`src/rtl/mem_pkg.sv`:
```
// Shared definitions for the memory arbiter: requester indices, the FSM
// state encoding and the round-robin index helper.
package mem_pkg;

  localparam int NREQ      = 3;
  localparam int REQ_FETCH = 0;
  localparam int REQ_LOAD  = 1;
  localparam int REQ_STORE = 2;

  typedef enum logic [1:0] {
    IDLE    = 2'd0,
    GRANT   = 2'd1,
    RELEASE = 2'd2,
    ABORT   = 2'd3
  } state_t;

  // Requester index 'step' places after 'base', wrapping modulo NREQ.
  function automatic logic [1:0] rr_step(input logic [1:0] base, input int step);
    return 2'((int'(base) + step) % NREQ);
  endfunction

endpackage

```
`src/rtl/mem_arbiter_if.sv`:
```
// Request/grant bundle between the three memory FSMs and the arbiter.
// master: requester side; slave: arbiter side.
interface mem_arbiter_if;
  import mem_pkg::*;

  logic [NREQ-1:0] req;
  logic [NREQ-1:0] done_in;
  logic [NREQ-1:0] gnt;
  logic [1:0]      owner;
  logic            busy;
  logic            err;
  logic [1:0]      err_id;

  modport master (output req, done_in, input gnt, owner, busy, err, err_id);
  modport slave  (input req, done_in, output gnt, owner, busy, err, err_id);
endinterface

```
`src/rtl/mem_arb_pick.sv`:
```
// Combinational winner selection: the search starts at the index after
// ptr and wraps, so ptr==2 gives plain fixed priority bit0 > bit1 > bit2.
module mem_arb_pick
  import mem_pkg::*;
(
  input  logic [NREQ-1:0] req,
  input  logic [1:0]      ptr,
  output logic            valid,
  output logic [1:0]      index
);

  // Walk from the farthest candidate to the nearest so the nearest wins.
  always_comb begin
    valid = 1'b0;
    index = '0;
    for (int k = NREQ; k >= 1; k--) begin
      if (req[rr_step(ptr, k)]) begin
        valid = 1'b1;
        index = rr_step(ptr, k);
      end
    end
  end

endmodule

```
`src/rtl/mem_arbiter.sv`:
```
// Memory arbiter for the fetch/load/store FSMs. One grant at a time,
// held until the owner's done pulse or until TO_CYC cycles elapse.
// Optional feature: define MEM_ARB_RR_EN for round-robin selection;
// otherwise selection is fixed priority (fetch > load > store).
module mem_arbiter
  import mem_pkg::*;
#(
  parameter int TO_CYC = 16
) (
  input  logic          clk,
  input  logic          reset,
  mem_arbiter_if.slave  bus
);

  localparam logic [7:0] HOLD_LAST = 8'(TO_CYC - 1);
  localparam logic [7:0] HOLD_MAX  = 8'hFF;

  state_t     state_reg, state_next;
  logic [1:0] owner_reg, owner_next;
  logic [7:0] hold_cnt_reg;
  logic [1:0] err_id_reg;
  logic [1:0] pick_ptr;
  logic       pick_valid;
  logic [1:0] pick_index;
  logic       timeout;

`ifdef MEM_ARB_RR_EN
  logic [1:0] rr_ptr_reg;

  // Remember the last winner; the next search starts just after it.
  always_ff @(posedge clk or posedge reset) begin
    if (reset)
      rr_ptr_reg <= 2'd2;
    else if (state_reg == IDLE && pick_valid)
      rr_ptr_reg <= pick_index;
  end

  assign pick_ptr = rr_ptr_reg;
`else
  // Pointer pinned at the last index makes the picker fixed priority.
  assign pick_ptr = 2'd2;
`endif

  mem_arb_pick u_pick (
    .req   (bus.req),
    .ptr   (pick_ptr),
    .valid (pick_valid),
    .index (pick_index)
  );

  assign timeout = (hold_cnt_reg >= HOLD_LAST);

  // State and owner registers.
  always_ff @(posedge clk or posedge reset) begin
    if (reset) begin
      state_reg <= IDLE;
      owner_reg <= '0;
    end else begin
      state_reg <= state_next;
      owner_reg <= owner_next;
    end
  end

  // Next state: done beats timeout; owner is cleared on the way back to IDLE.
  always_comb begin
    state_next = state_reg;
    owner_next = owner_reg;
    case (state_reg)
      IDLE: begin
        if (pick_valid) begin
          state_next = GRANT;
          owner_next = pick_index;
        end
      end
      GRANT: begin
        if (bus.done_in[owner_reg])
          state_next = RELEASE;
        else if (timeout)
          state_next = ABORT;
      end
      RELEASE, ABORT: begin
        state_next = IDLE;
        owner_next = '0;
      end
      default: begin
        state_next = IDLE;
        owner_next = '0;
      end
    endcase
  end

  // Hold counter: zero outside GRANT, counts up while granted, saturates.
  always_ff @(posedge clk or posedge reset) begin
    if (reset)
      hold_cnt_reg <= '0;
    else if (state_reg != GRANT)
      hold_cnt_reg <= '0;
    else if (hold_cnt_reg != HOLD_MAX)
      hold_cnt_reg <= hold_cnt_reg + 8'd1;
  end

  // Capture the aborted owner as the FSM enters ABORT.
  always_ff @(posedge clk or posedge reset) begin
    if (reset)
      err_id_reg <= '0;
    else if (state_reg == GRANT && state_next == ABORT)
      err_id_reg <= owner_reg;
  end

  // Moore grant: one-hot of owner only while in GRANT.
  always_comb begin
    bus.gnt = '0;
    if (state_reg == GRANT)
      bus.gnt[owner_reg] = 1'b1;
  end

  assign bus.owner  = owner_reg;
  assign bus.busy   = (state_reg != IDLE);
  assign bus.err    = (state_reg == ABORT);
  assign bus.err_id = err_id_reg;

endmodule

```
`src/flat_wrapper.sv`:
```
// flat-port wrapper written by rule: the top's interface ports become plain ports
module mem_arbiter_flat import mem_pkg::*;
#(
  parameter int TO_CYC = 16
)
  (clk, reset, bus_req, bus_done_in, bus_gnt, bus_owner, bus_busy, bus_err, bus_err_id);
  mem_arbiter_if bus_i ();
  input  logic clk;
  input  logic reset;
  input wire logic [$bits(bus_i.req)-1:0] bus_req;
  input wire logic [$bits(bus_i.done_in)-1:0] bus_done_in;
  output wire logic [$bits(bus_i.gnt)-1:0] bus_gnt;
  output wire logic [$bits(bus_i.owner)-1:0] bus_owner;
  output wire logic [$bits(bus_i.busy)-1:0] bus_busy;
  output wire logic [$bits(bus_i.err)-1:0] bus_err;
  output wire logic [$bits(bus_i.err_id)-1:0] bus_err_id;
  assign bus_i.req = bus_req;
  assign bus_i.done_in = bus_done_in;
  assign bus_gnt = bus_i.gnt;
  assign bus_owner = bus_i.owner;
  assign bus_busy = bus_i.busy;
  assign bus_err = bus_i.err;
  assign bus_err_id = bus_i.err_id;
  mem_arbiter #(.TO_CYC(TO_CYC)) u_core (.clk(clk), .reset(reset), .bus(bus_i));
endmodule
```
`config.mk`:
```
export PLATFORM = sky130hd
export DESIGN_NAME = mem_arbiter_flat
export DESIGN_NICKNAME = d
export VERILOG_FILES = /design/src/rtl/mem_pkg.sv /design/src/rtl/mem_arbiter_if.sv /design/src/rtl/mem_arb_pick.sv /design/src/rtl/mem_arbiter.sv /design/src/flat_wrapper.sv
export SDC_FILE = /design/constraint.sdc
export NUM_CORES = 1
export LEC_CHECK = 0
export ABC_AREA = 1
export BUFFER_PORTS_ARGS = -buffer_cell sky130_fd_sc_hd__buf_2
export CAP_MARGIN = 30
export CORE_UTILIZATION = 51
export DETAILED_ROUTE_END_ITERATION = 10
export PLACE_DENSITY = 0.81
export SLEW_MARGIN = 15
export SYNTH_ARGS = -nofsm -noshare
export SYNTH_HDL_FRONTEND = slang
export SYNTH_SLANG_ARGS = --single-unit
export TNS_END_PERCENT = 10
```
`constraint.sdc`:
```
create_clock -name clk -period 1.5 [get_ports clk]
set_input_delay 0.075 -clock clk [delete_from_list [all_inputs] [get_ports clk]]
set_output_delay 0.075 -clock clk [all_outputs]
set_load 0.01 [all_outputs]
```
==> flow_metrics.env <==
export IMPL_finalSetupViolations=0
export IMPL_io_buffers=16
export IMPL_postPlaceCellArea_sq_um=842
export IMPL_min_path_type="input port to register"
export IMPL_r2r_cells=5
export IMPL_syn_inst=91
export IMPL_seqPwrFrac=0.397
export IMPL_worstPathRequired_ns=1.42
export IMPL_hold_viol=0
export IMPL_cts_root_buf="clkbuf_4"
export IMPL_synth_top_area_frac=0.471
export IMPL_fin_crit_sh=0.909
export IMPL_postLayoutCoreUtil=0.679
export IMPL_design_area_sq_um=906
export IMPL_fillers=105
export IMPL_power_density_nw_per_um2=1470
export IMPL_first_pass_iters=4
export IMPL_antenna_found_initial=0
export IMPL_maxCapViolCount=0
export IMPL_nets=124
export IMPL_cp_data_arrival_time_ns=1.29
export IMPL_clk_latency_ns=0.27
export IMPL_relSlewSlack=0.655
export IMPL_h_tree_depth=1
export IMPL_cp_start_kind="register"
export IMPL_viasPerCell=5.46
export IMPL_synth_top_area_cell="dfrtp_1"
export IMPL_worst_pin_slew_ns=0.517
export IMPL_cts_resized=0
export IMPL_setup_tns_ns=0
export IMPL_io_pins=17
export IMPL_die_w_um=40.2
export IMPL_grt_pass1_vias=602
export IMPL_total_power_mw=1.34
export IMPL_grt_max_degree=15
export IMPL_cell_internal_pwr_mw=0.795
export IMPL_slew_violations=0
export IMPL_end_kind="primary output"
export IMPL_sw_frac_of_total=0.405
export IMPL_floorplan_initialDensity=0.557
export IMPL_wl_per_cell_um=12.7
export IMPL_ctsLongestPathBuffers=2
export IMPL_ant_nets=0
export IMPL_fmax_mhz=734
export IMPL_max_vdd_ir_drop_v=0.000815
export IMPL_grt_overflow_total=0
export IMPL_p_comb_frac=0.404
export IMPL_largest_reg_flops=8
export IMPL_vias=704
export IMPL_place_gp_congestion=0.709
export IMPL_period_minus_slack_ns=1.36
export IMPL_rsz0062_at_grt="no"
export IMPL_cts_sink_count=14
export IMPL_die_area_sq_um=1610
export IMPL_grt_pass1_wl_mm=2.44
export IMPL_drc=0
export IMPL_core_area_sq_um=1330
export IMPL_worst_hold_path_num_cells=3
export IMPL_area_delta_synth_final_pct=21.9
export IMPL_num_rows=13
export IMPL_ys_seq_area_frac=0.471
export IMPL_syn_area_per_cell_sq_um=8.17
export IMPL_track_usage=0.234
export IMPL_dp_hpwl_mm=1.22
export IMPL_netlist_top_cells_area="dfrtp_1 (47%), inv_1 (7.6%), nand2_1 (7.6%)"
export IMPL_die_y_um=40.2
export IMPL_finalClockSkew_ns=0.00352
export IMPL_drtIter0Drc=25
export IMPL_leakage_nw=0.475
export IMPL_drt_total_wl_mm=1.63
export IMPL_antenna_cells=0
export IMPL_tritoncts="built"
export IMPL_critPathKind="register to primary output"
export IMPL_p_switching_mw=0.540
export IMPL_synth_seq_cells=14
export IMPL_path_max_fanout=6
export IMPL_clk_pin_slew_worst_paths_ns=0.09
export IMPL_status="completed"
export IMPL_synth_nets=100
export IMPL_p_clk_frac=0.200
export IMPL_layout_drive_gt1_share=0.246
export IMPL_yosys_warnings=0
export IMPL_numCtsBuffers=3
export IMPL_synth_distinct_cells=22
export IMPL_syn_area_sq_um=743
==> per-stage QoR <==
step	setup WS, ns	hold WS, ns	cells
floorplan	0.312	-0.0358	91
global placement	0.244	0.125	122
detailed placement	0.171	0.132	122
CTS	0.153	0.0863	129
global route	0.0265	0.0812	129
finish	0.137	0.0886	129
==> placed cells by master, fill, tap and decap left out, drive strengths merged <==
master / count
dfrtp: 14
a21oi: 3
a22oi: 1
nand3b: 1
a31oi: 1
dlygate4sd3: 2
o22ai: 1
buf: 17
xnor2: 1
nor3: 4
nand3: 12
nor2: 8
clkbuf: 4
a211oi: 1
ha: 1
nand4: 2
inv: 17
o21ai: 8
nand2: 16
==> power groups by stage <==
stage / Clock [mW] / Sequential, mW / Combinational (mW)
after global routing: 0.288 / 0.537 / 0.604
after detailed placement: 0 / 0.533 / 0.502
final: 0.267 / 0.530 / 0.539
after CTS: 0.271 / 0.527 / 0.538
after global placement: 0 / 0.524 / 0.478
after floorplan: 0 / 0.529 / 0.335
==> synth_stat cells <==
library cell,number
a211oi_1,1
nand3_4,1
nand2_1,15
nand2_2,1
o22ai_1,1
a31oi_1,1
nand3_2,1
inv_2,2
xnor2_1,1
nor3_1,4
nand3b_1,1
o21ai_0,6
nor2_1,6
ha_1,1
inv_1,15
nand4_1,2
o21ai_1,2
a22oi_1,1
dfrtp_1,14
nor2_4,2
a21oi_1,3
nand3_1,10
==> layout make-up <==
type | count | area (sq um) | area share
flip-flops and latches | 14 | 350 | 0.387
inverters | 17 | 63.8 | 0.0704
clock buffers | 4 | 36.3 | 0.0401
well taps | 15 | 18.8 | 0.0207
multi-input cells | 60 | 329 | 0.363
repair buffers | 19 | 108 | 0.119
==> critical path, stage by stage, from the launching register on <==
cell and delay (ns):
dfrtp_1 0.40, inv_2 0.09, nor2_4 0.11, inv_1 0.11, nor3_1 0.15, buf_2 0.16
==> cell families (layout without fill, tap and decap cells) <==
group           Yosys count  after routing  synth area share
compound gates           15             15             0.111
xor+xnor                  1              1            0.0118
fa+ha+maj                 1              1            0.0168
buf+inv                  17             40            0.0859
flops                    14             14             0.471
simple gates             43             43             0.303
==> per-layer routing <==
metal,up-vias,GRT usage,routed length (um)
met5,-,0,0
met4,0,0.125,26
met3,4,0.0333,55
met2,19,0.423,860
met1,333,0.260,689
li1,348,-,-
==> what timing repair did <==
action,CTS,global route
setup endpoints to repair,3,0
endpoints found under the hold margin,15,0
setup buffers,1,0
hold buffers,2,0
==> final timing paths <==
check | from | endpoint | slack [ns]
max | u_core.state_reg[0] | bus_gnt[0] | 0.14
max in group asynchronous | reset | u_core.hold_cnt_reg[1] | 0.78
min in group asynchronous | reset | u_core.bus.err_id[0] | 0.37
min | bus_req[1] | u_core.bus.owner[0] | 0.09
min reg2reg | u_core.bus.err_id[0] | u_core.bus.err_id[0] | 0.49
max reg2reg | u_core.hold_cnt_reg[0] | u_core.hold_cnt_reg[3] | 0.15
(Power assumes the default switching activity.)
